`config.mk`:
```
export PLATFORM = sky130hd
export DESIGN_NAME = imem_prefetch_queue_flat
export DESIGN_NICKNAME = d
export VERILOG_FILES = /design/src/rtl/imem_prefetch_queue_if.sv /design/src/rtl/imem_prefetch_queue.sv /design/src/flat_wrapper.sv
export SDC_FILE = /design/constraint.sdc
export NUM_CORES = 1
export LEC_CHECK = 0
export BUFFER_PORTS_ARGS = -buffer_cell sky130_fd_sc_hd__buf_2
export CORE_UTILIZATION = 47
export DETAILED_ROUTE_END_ITERATION = 10
export PLACE_DENSITY = 0.66
export REMOVE_ABC_BUFFERS = 1
export SYNTH_ARGS = -nofsm -noshare
export SYNTH_HDL_FRONTEND = slang
export SYNTH_SLANG_ARGS = --single-unit
```
`constraint.sdc`:
```
create_clock -name clock -period 3.4 [get_ports clock]
set_input_delay 0.68 -clock clock [delete_from_list [all_inputs] [get_ports clock]]
set_output_delay 0.68 -clock clock [all_outputs]
set_load 0.01 [all_outputs]
```
`src/rtl/imem_prefetch_queue_if.sv`:
```
`default_nettype none
// ============================================================================
// Module   : imem_prefetch_queue_if
// Purpose  : imem request/response and fetch-stage handshake bundle.
// Revision : 1.0  initial release
// ============================================================================
interface imem_prefetch_queue_if;
    logic        imem_req_valid;
    logic        imem_req_ready;
    logic [31:0] imem_req_addr;
    logic        imem_resp_valid;
    logic [31:0] imem_resp_data;
    logic        fetch_valid;
    logic        fetch_ready;
    logic [31:0] fetch_insn;
    logic [31:0] fetch_pc;
    logic        redirect;
    logic [31:0] redirect_pc;

    // Prefetch queue side
    modport master (
        output imem_req_valid,
        output imem_req_addr,
        output fetch_valid,
        output fetch_insn,
        output fetch_pc,
        input  imem_req_ready,
        input  imem_resp_valid,
        input  imem_resp_data,
        input  fetch_ready,
        input  redirect,
        input  redirect_pc
    );

    // imem / fetch / execute side
    modport slave (
        input  imem_req_valid,
        input  imem_req_addr,
        input  fetch_valid,
        input  fetch_insn,
        input  fetch_pc,
        output imem_req_ready,
        output imem_resp_valid,
        output imem_resp_data,
        output fetch_ready,
        output redirect,
        output redirect_pc
    );
endinterface
`default_nettype wire

```
`src/rtl/imem_prefetch_queue.sv`:
```
`default_nettype none
// ============================================================================
// Module   : imem_prefetch_queue
// Purpose  : Credit-limited instruction prefetch FIFO with PC tags and flush.
// Revision : 1.0  initial release
// ============================================================================
module imem_prefetch_queue #(
    parameter int          DEPTH    = 4,
    parameter logic [31:0] RESET_PC = 32'd0
) (
    input  logic                  clock,
    input  logic                  reset,
    imem_prefetch_queue_if.master bus
);
    localparam int c_PW  = $clog2(DEPTH);
    localparam int c_CW  = c_PW + 1;
    localparam int c_CW1 = c_CW + 1;
    localparam logic [c_CW:0] c_DEPTH_EXT = c_CW1'(DEPTH);

    logic [31:0]     r_tag_mem  [DEPTH];
    logic [63:0]     r_data_mem [DEPTH];
    logic [c_PW-1:0] r_tag_wr;
    logic [c_PW-1:0] r_tag_rd;
    logic [c_PW-1:0] r_dat_wr;
    logic [c_PW-1:0] r_dat_rd;
    logic [c_CW-1:0] r_count;
    logic [c_CW-1:0] r_outstanding;
    logic [c_CW-1:0] r_drop;
    logic [31:0]     r_next_pc;

    logic            w_credit;
    logic            w_req_valid;
    logic            w_req_fire;
    logic            w_resp_live;
    logic            w_push;
    logic            w_pop;
    logic            w_fetch_valid;
    logic [63:0]     w_head;
    logic [c_CW-1:0] w_resp_ext;

    // Outstanding words plus buffered words never exceed DEPTH, so every
    // response always has a free FIFO slot waiting for it.
    always_comb begin
        w_credit      = ({1'b0, r_outstanding} + {1'b0, r_count}) < c_DEPTH_EXT;
        w_req_valid   = w_credit & ~bus.redirect & reset;
        w_req_fire    = w_req_valid & bus.imem_req_ready;
        w_resp_live   = bus.imem_resp_valid & (r_drop == '0);
        w_push        = w_resp_live & ~bus.redirect;
        w_fetch_valid = (r_count != '0);
        w_pop         = w_fetch_valid & bus.fetch_ready;
        w_head        = r_data_mem[r_dat_rd];
        w_resp_ext    = c_CW'(bus.imem_resp_valid);
    end

    assign bus.imem_req_valid = w_req_valid;
    assign bus.imem_req_addr  = r_next_pc;
    assign bus.fetch_valid    = w_fetch_valid;
    assign bus.fetch_pc       = w_fetch_valid ? w_head[63:32] : 32'd0;
    assign bus.fetch_insn     = w_fetch_valid ? w_head[31:0]  : 32'd0;

    always_ff @(posedge clock or negedge reset) begin
        if (!reset) begin
            r_next_pc     <= RESET_PC;
            r_tag_wr      <= '0;
            r_tag_rd      <= '0;
            r_dat_wr      <= '0;
            r_dat_rd      <= '0;
            r_count       <= '0;
            r_outstanding <= '0;
            r_drop        <= '0;
        end else begin
            // Dropped words keep holding credit until imem hands them back.
            r_outstanding <= r_outstanding + c_CW'(w_req_fire) - w_resp_ext;
            if (bus.redirect) begin
                r_next_pc <= bus.redirect_pc;
                r_tag_wr  <= '0;
                r_tag_rd  <= '0;
                r_dat_wr  <= '0;
                r_dat_rd  <= '0;
                r_count   <= '0;
                r_drop    <= r_outstanding - w_resp_ext;
            end else begin
                if (w_req_fire) begin
                    r_next_pc <= r_next_pc + 32'd1;
                    r_tag_wr  <= r_tag_wr + c_PW'(1);
                end
                if (w_resp_live) begin
                    r_tag_rd <= r_tag_rd + c_PW'(1);
                end
                if (bus.imem_resp_valid && (r_drop != '0)) begin
                    r_drop <= r_drop - c_CW'(1);
                end
                if (w_push) begin
                    r_dat_wr <= r_dat_wr + c_PW'(1);
                end
                if (w_pop) begin
                    r_dat_rd <= r_dat_rd + c_PW'(1);
                end
                r_count <= r_count + c_CW'(w_push) - c_CW'(w_pop);
            end
        end
    end

    always_ff @(posedge clock) begin
        if (w_req_fire) begin
            r_tag_mem[r_tag_wr] <= r_next_pc;
        end
        if (w_push) begin
            r_data_mem[r_dat_wr] <= {r_tag_mem[r_tag_rd], bus.imem_resp_data};
        end
    end
endmodule
`default_nettype wire

```
`src/flat_wrapper.sv`:
```
// flat-port wrapper written by rule: the top's interface ports become plain ports
module imem_prefetch_queue_flat 
#(
    parameter int          DEPTH    = 4,
    parameter logic [31:0] RESET_PC = 32'd0
)
  (clock, reset, bus_imem_req_valid, bus_imem_req_addr, bus_fetch_valid, bus_fetch_insn, bus_fetch_pc, bus_imem_req_ready, bus_imem_resp_valid, bus_imem_resp_data, bus_fetch_ready, bus_redirect, bus_redirect_pc);
  imem_prefetch_queue_if bus_i ();
  input  logic clock;
  input  logic reset;
  output wire logic [$bits(bus_i.imem_req_valid)-1:0] bus_imem_req_valid;
  output wire logic [$bits(bus_i.imem_req_addr)-1:0] bus_imem_req_addr;
  output wire logic [$bits(bus_i.fetch_valid)-1:0] bus_fetch_valid;
  output wire logic [$bits(bus_i.fetch_insn)-1:0] bus_fetch_insn;
  output wire logic [$bits(bus_i.fetch_pc)-1:0] bus_fetch_pc;
  input wire logic [$bits(bus_i.imem_req_ready)-1:0] bus_imem_req_ready;
  input wire logic [$bits(bus_i.imem_resp_valid)-1:0] bus_imem_resp_valid;
  input wire logic [$bits(bus_i.imem_resp_data)-1:0] bus_imem_resp_data;
  input wire logic [$bits(bus_i.fetch_ready)-1:0] bus_fetch_ready;
  input wire logic [$bits(bus_i.redirect)-1:0] bus_redirect;
  input wire logic [$bits(bus_i.redirect_pc)-1:0] bus_redirect_pc;
  assign bus_imem_req_valid = bus_i.imem_req_valid;
  assign bus_imem_req_addr = bus_i.imem_req_addr;
  assign bus_fetch_valid = bus_i.fetch_valid;
  assign bus_fetch_insn = bus_i.fetch_insn;
  assign bus_fetch_pc = bus_i.fetch_pc;
  assign bus_i.imem_req_ready = bus_imem_req_ready;
  assign bus_i.imem_resp_valid = bus_imem_resp_valid;
  assign bus_i.imem_resp_data = bus_imem_resp_data;
  assign bus_i.fetch_ready = bus_fetch_ready;
  assign bus_i.redirect = bus_redirect;
  assign bus_i.redirect_pc = bus_redirect_pc;
  imem_prefetch_queue #(.DEPTH(DEPTH), .RESET_PC(RESET_PC)) u_core (.clock(clock), .reset(reset), .bus(bus_i));
endmodule
```
==> reports/summary.md <==
The floorplan has 69 rows. Net switching power of the design: 3870 µW. Counting distinct cell types in the post-synthesis netlist gives 50. In the layout the commonest cells are 384 x edfxtp_1, 167 x buf_2, 96 x mux4_2. The count of pins on the block boundary was 168. After the flow finishes, the layout carries non-filler instances totaling 1602. Headroom to the max-slew limit came out at 32.5%.

Counting every sink on the clock net gives 433. The fraction of power spent switching nets was 27.6%; the buffer depth of the longest clock path was 3. The logs give 0 for the hold violation total from the final report and 5 for the detailed-router iteration count before antenna repair. The sum of buffers and inverters on the critical path was 2.

In the final routed layout, each cell accounts on average for 22.4 µm. The number of global-route vias before repair was 9269. Leaving out fill and tap cells, the most frequent cell in the layout is edfxtp_1. Detailed routing inserted a total of 9049 vias. TritonCTS built the clock tree. For this configuration, the core starts out at a cell density of 48.1%.

The deepest level of the CTS H-tree is 2, and the share of flip-flops with an asynchronous set or reset after synthesis is 11.3%. The area growth from synthesis to layout is 16.8%. Areal power density over the cells: 695 nW/µm². Clock tree synthesis selected as its root buffer the cell clkbuf_16. The signal on the critical path passes through buf_4, mux4_2, and2_1, buf_2. The overall fraction of global-route tracks in use is 19.6%. At the end of the flow, the number of nets in the layout was 1199.

For this design the static power due to leakage is 0.00700 µW. For the global placer's final weighted congestion, the log shows 0.832. The number of diodes was 0; the final core utilization was 56.2%. For this run, the leading register cell type out of synthesis is edfxtp_1. Setup repair after global routing left no endpoint under its margin. For this run, design rule violations remaining after detail routing come to 0.

Once layout is done, the placed cells without fillers occupy 20200 µm². Once the clock tree was built, the setup fixing pass inserted 0 buffers. Entering global routing, the biggest net connects 66 pins. The count of routing violations after the opening detailed-route iteration is 667. Synthesis produced 908 cells. Setup violations remaining at the end of the flow were counted as 0. The largest incremental delay on the critical path is 0.75 ns, and the vertical extent of the die is 194 µm. The count of nets left with antenna violations once routing finished came out at 0. The proportion of layout cells with a drive suffix above 1 was 31.8%; the die footprint was 37500 µm².

Combinational logic burns 21.5% of the power. The sequential power share is 46.6%, and the routed via count divided by cell count is 5.65. The clock reaches the later pin of the worst-skew pair after 0.56 ns. Per report_power, the clock group accounts for 31.9% of the total. Once placement completed, the tool counted placed cells totaling 1522. Between clock sinks in the finished design, the worst skew comes to 0.0188 ns. The flop and latch count out of synthesis works out to 433. The flow ran to the end, and the final reports show no timing, DRC or antenna violations.

The final max-slew violation count was 0. The first global-routing pass estimated 55900 µm of wire. Detailed placement finished with a half-perimeter wire length of 22600 µm. The average instance area after synthesis was 19.0 µm². Overall power consumption after layout is estimated at 14000 µW. The initial antenna violation count is 0, and the clock transition at the registers of the reported paths is 0.06 ns.

The critical path data required time was 2.72 ns; the quantity of gates resized following cts was 0. The core region is 35900 µm². Cell area after synthesis: 17300 µm².

On the critical path the largest part of the delay comes from flip-flops. After global routing the overflow that remains totals 0. The number of synthesized flops with an enable pin works out to 384. Data on the critical path arrives at its endpoint at 2.47 ns. The worst hold path belongs to the class primary input to async pin.

The worst-margin pin slew is 1.01 ns, and the die span in x is 194 µm. The clock buffer count from CTS is 45, and the post-synthesis sequential area ratio is 73.8%. The worst path needs 3.15 ns of the cycle, external delays included. Summed over all layers, the routed wires come to 35900 µm. Internal power comes to 10200 µW. After layout, the worst path uses 92.7% of the clock period. Input and output buffers added on the ports amount to 167. The critical path's slowest cell was dfrtp_4.

Based on the critical path, the design can be clocked at up to 317 MHz. Of all nets on the critical path, the largest fanout is 21. Buffers inserted to repair hold after CTS numbered 0. The worst setup path is launched from a flop.

The maximum vdd drop is 0.542 mV. The tool flagged a number of max-cap violations equal to 0. The tools report the cell area after placement as 18800 µm². The category of the critical setup timing path is flop to output port. The tools report the category of the worst setup path capture point as an output port.

The Yosys step of the flow raised 0 warnings.
worst reg2reg max path, cell delays in order (launching register included):
cell      delay [ns]
dfrtp_1         0.42
ha_1            0.34
nor4b_4         0.41
nand4_4         0.33
or4b_1          0.75
or2_0           0.27
o211ai_1        0.18
stage by stage:
stage	hold slack (ns)	TNS (ns)	setup slack, ns
after floorplan	0.384	-46.00	-0.719
after global routing	0.326	0	0.109
final	0.264	0	0.247
after CTS	0.293	0	0.162
after detailed placement	0.550	0	0.613
after global placement	0.533	0	0.673
layout make-up:
| cell class | count | area (µm²) |
|---|---|---|
| clock buffers | 58 | 1170 |
| clock inverters | 22 | 179 |
| fillers | 2797 | 15700 |
| inverters | 18 | 67.6 |
| multi-input cells | 414 | 4300 |
| flip-flops and latches | 433 | 12800 |
| well taps | 461 | 577 |
| repair buffers | 196 | 1130 |
state kept, by name, indices dropped and copies added, names as in the netlist:
name and cells:
u_core.r_drop 3, u_core.r_tag_wr 2, u_core.r_tag_rd 2, u_core.r_dat_wr 2, u_core.r_count 3, u_core.r_data_mem 256
u_core.bus.imem_req_addr 32, u_core.r_tag_mem 128, u_core.r_outstanding 3, u_core.r_dat_rd 2
kinds of logic after synthesis:
family | synth area share [%]
compound gates | 2.32
xor+xnor | 0.963
fa+ha+maj | 1.61
buf+inv | 1.36
flops | 73.8
mux | 13.1
simple gates | 6.83
power groups by stage:
stage | logic (µW) | registers, µW | clock network, µW
3_3_place_gp | 3060 | 6630 | 0
4_1_cts | 3100 | 6540 | 4580
2_1_floorplan | 1780 | 6700 | 0
6_report | 3020 | 6540 | 4480
3_5_place_dp | 3090 | 6650 | 0
5_1_grt | 3330 | 6580 | 4780
per-layer routing:
metal	GRT usage [%]	vias to the layer above	part of all wire (%)
li1	-	4021	-
met3	3.37	43	5.7
met4	4.74	0	1.7
met1	28.8	4697	45
met5	0	-	0
met2	30.6	288	47
synthesized netlist by cell type (4+ instances only):
library cell | instances | area share, %
edfxtp_1 | 384 | 67
nor4_1 | 7 | 0.25
a22oi_1 | 4 | 0.17
a21oi_1 | 5 | 0.14
or3_1 | 5 | 0.18
xnor2_1 | 12 | 0.61
and2_1 | 79 | 2.9
buf_2 | 5 | 0.14
ha_1 | 19 | 1.4
and3_1 | 4 | 0.14
o21ai_0 | 18 | 0.52
nor3_1 | 4 | 0.12
mux2i_1 | 7 | 0.41
nor2_1 | 20 | 0.43
xor2_1 | 7 | 0.35
and4_1 | 4 | 0.20
nand4_1 | 15 | 0.54
buf_1 | 8 | 0.17
inv_1 | 18 | 0.39
clkbuf_1 | 30 | 0.65
dfrtp_1 | 49 | 7.1
mux4_2 | 96 | 13
nand3_1 | 15 | 0.43
o211ai_1 | 9 | 0.39
nand2_1 | 47 | 1.0
path summary, 6_finish.rpt:
check	slack, ns	depth (start not counted)	endpoint	from
worst max register to register	0.60	6	u_core.bus.imem_req_addr[30]	u_core.r_outstanding[2]
worst min register to register	0.55	2	u_core.r_tag_rd[1]	u_core.r_tag_rd[1]
max in group asynchronous	2.62	2	u_core.r_dat_rd[1]	reset
worst max-delay path	0.25	4	bus_fetch_pc[17]	u_core.r_dat_rd[0]
worst min-delay path	0.26	2	u_core.r_outstanding[1]	reset
min in group clock	0.34	1	u_core.r_data_mem[2][4]	bus_imem_resp_data[4]
Power figures use the tool's default switching activity.
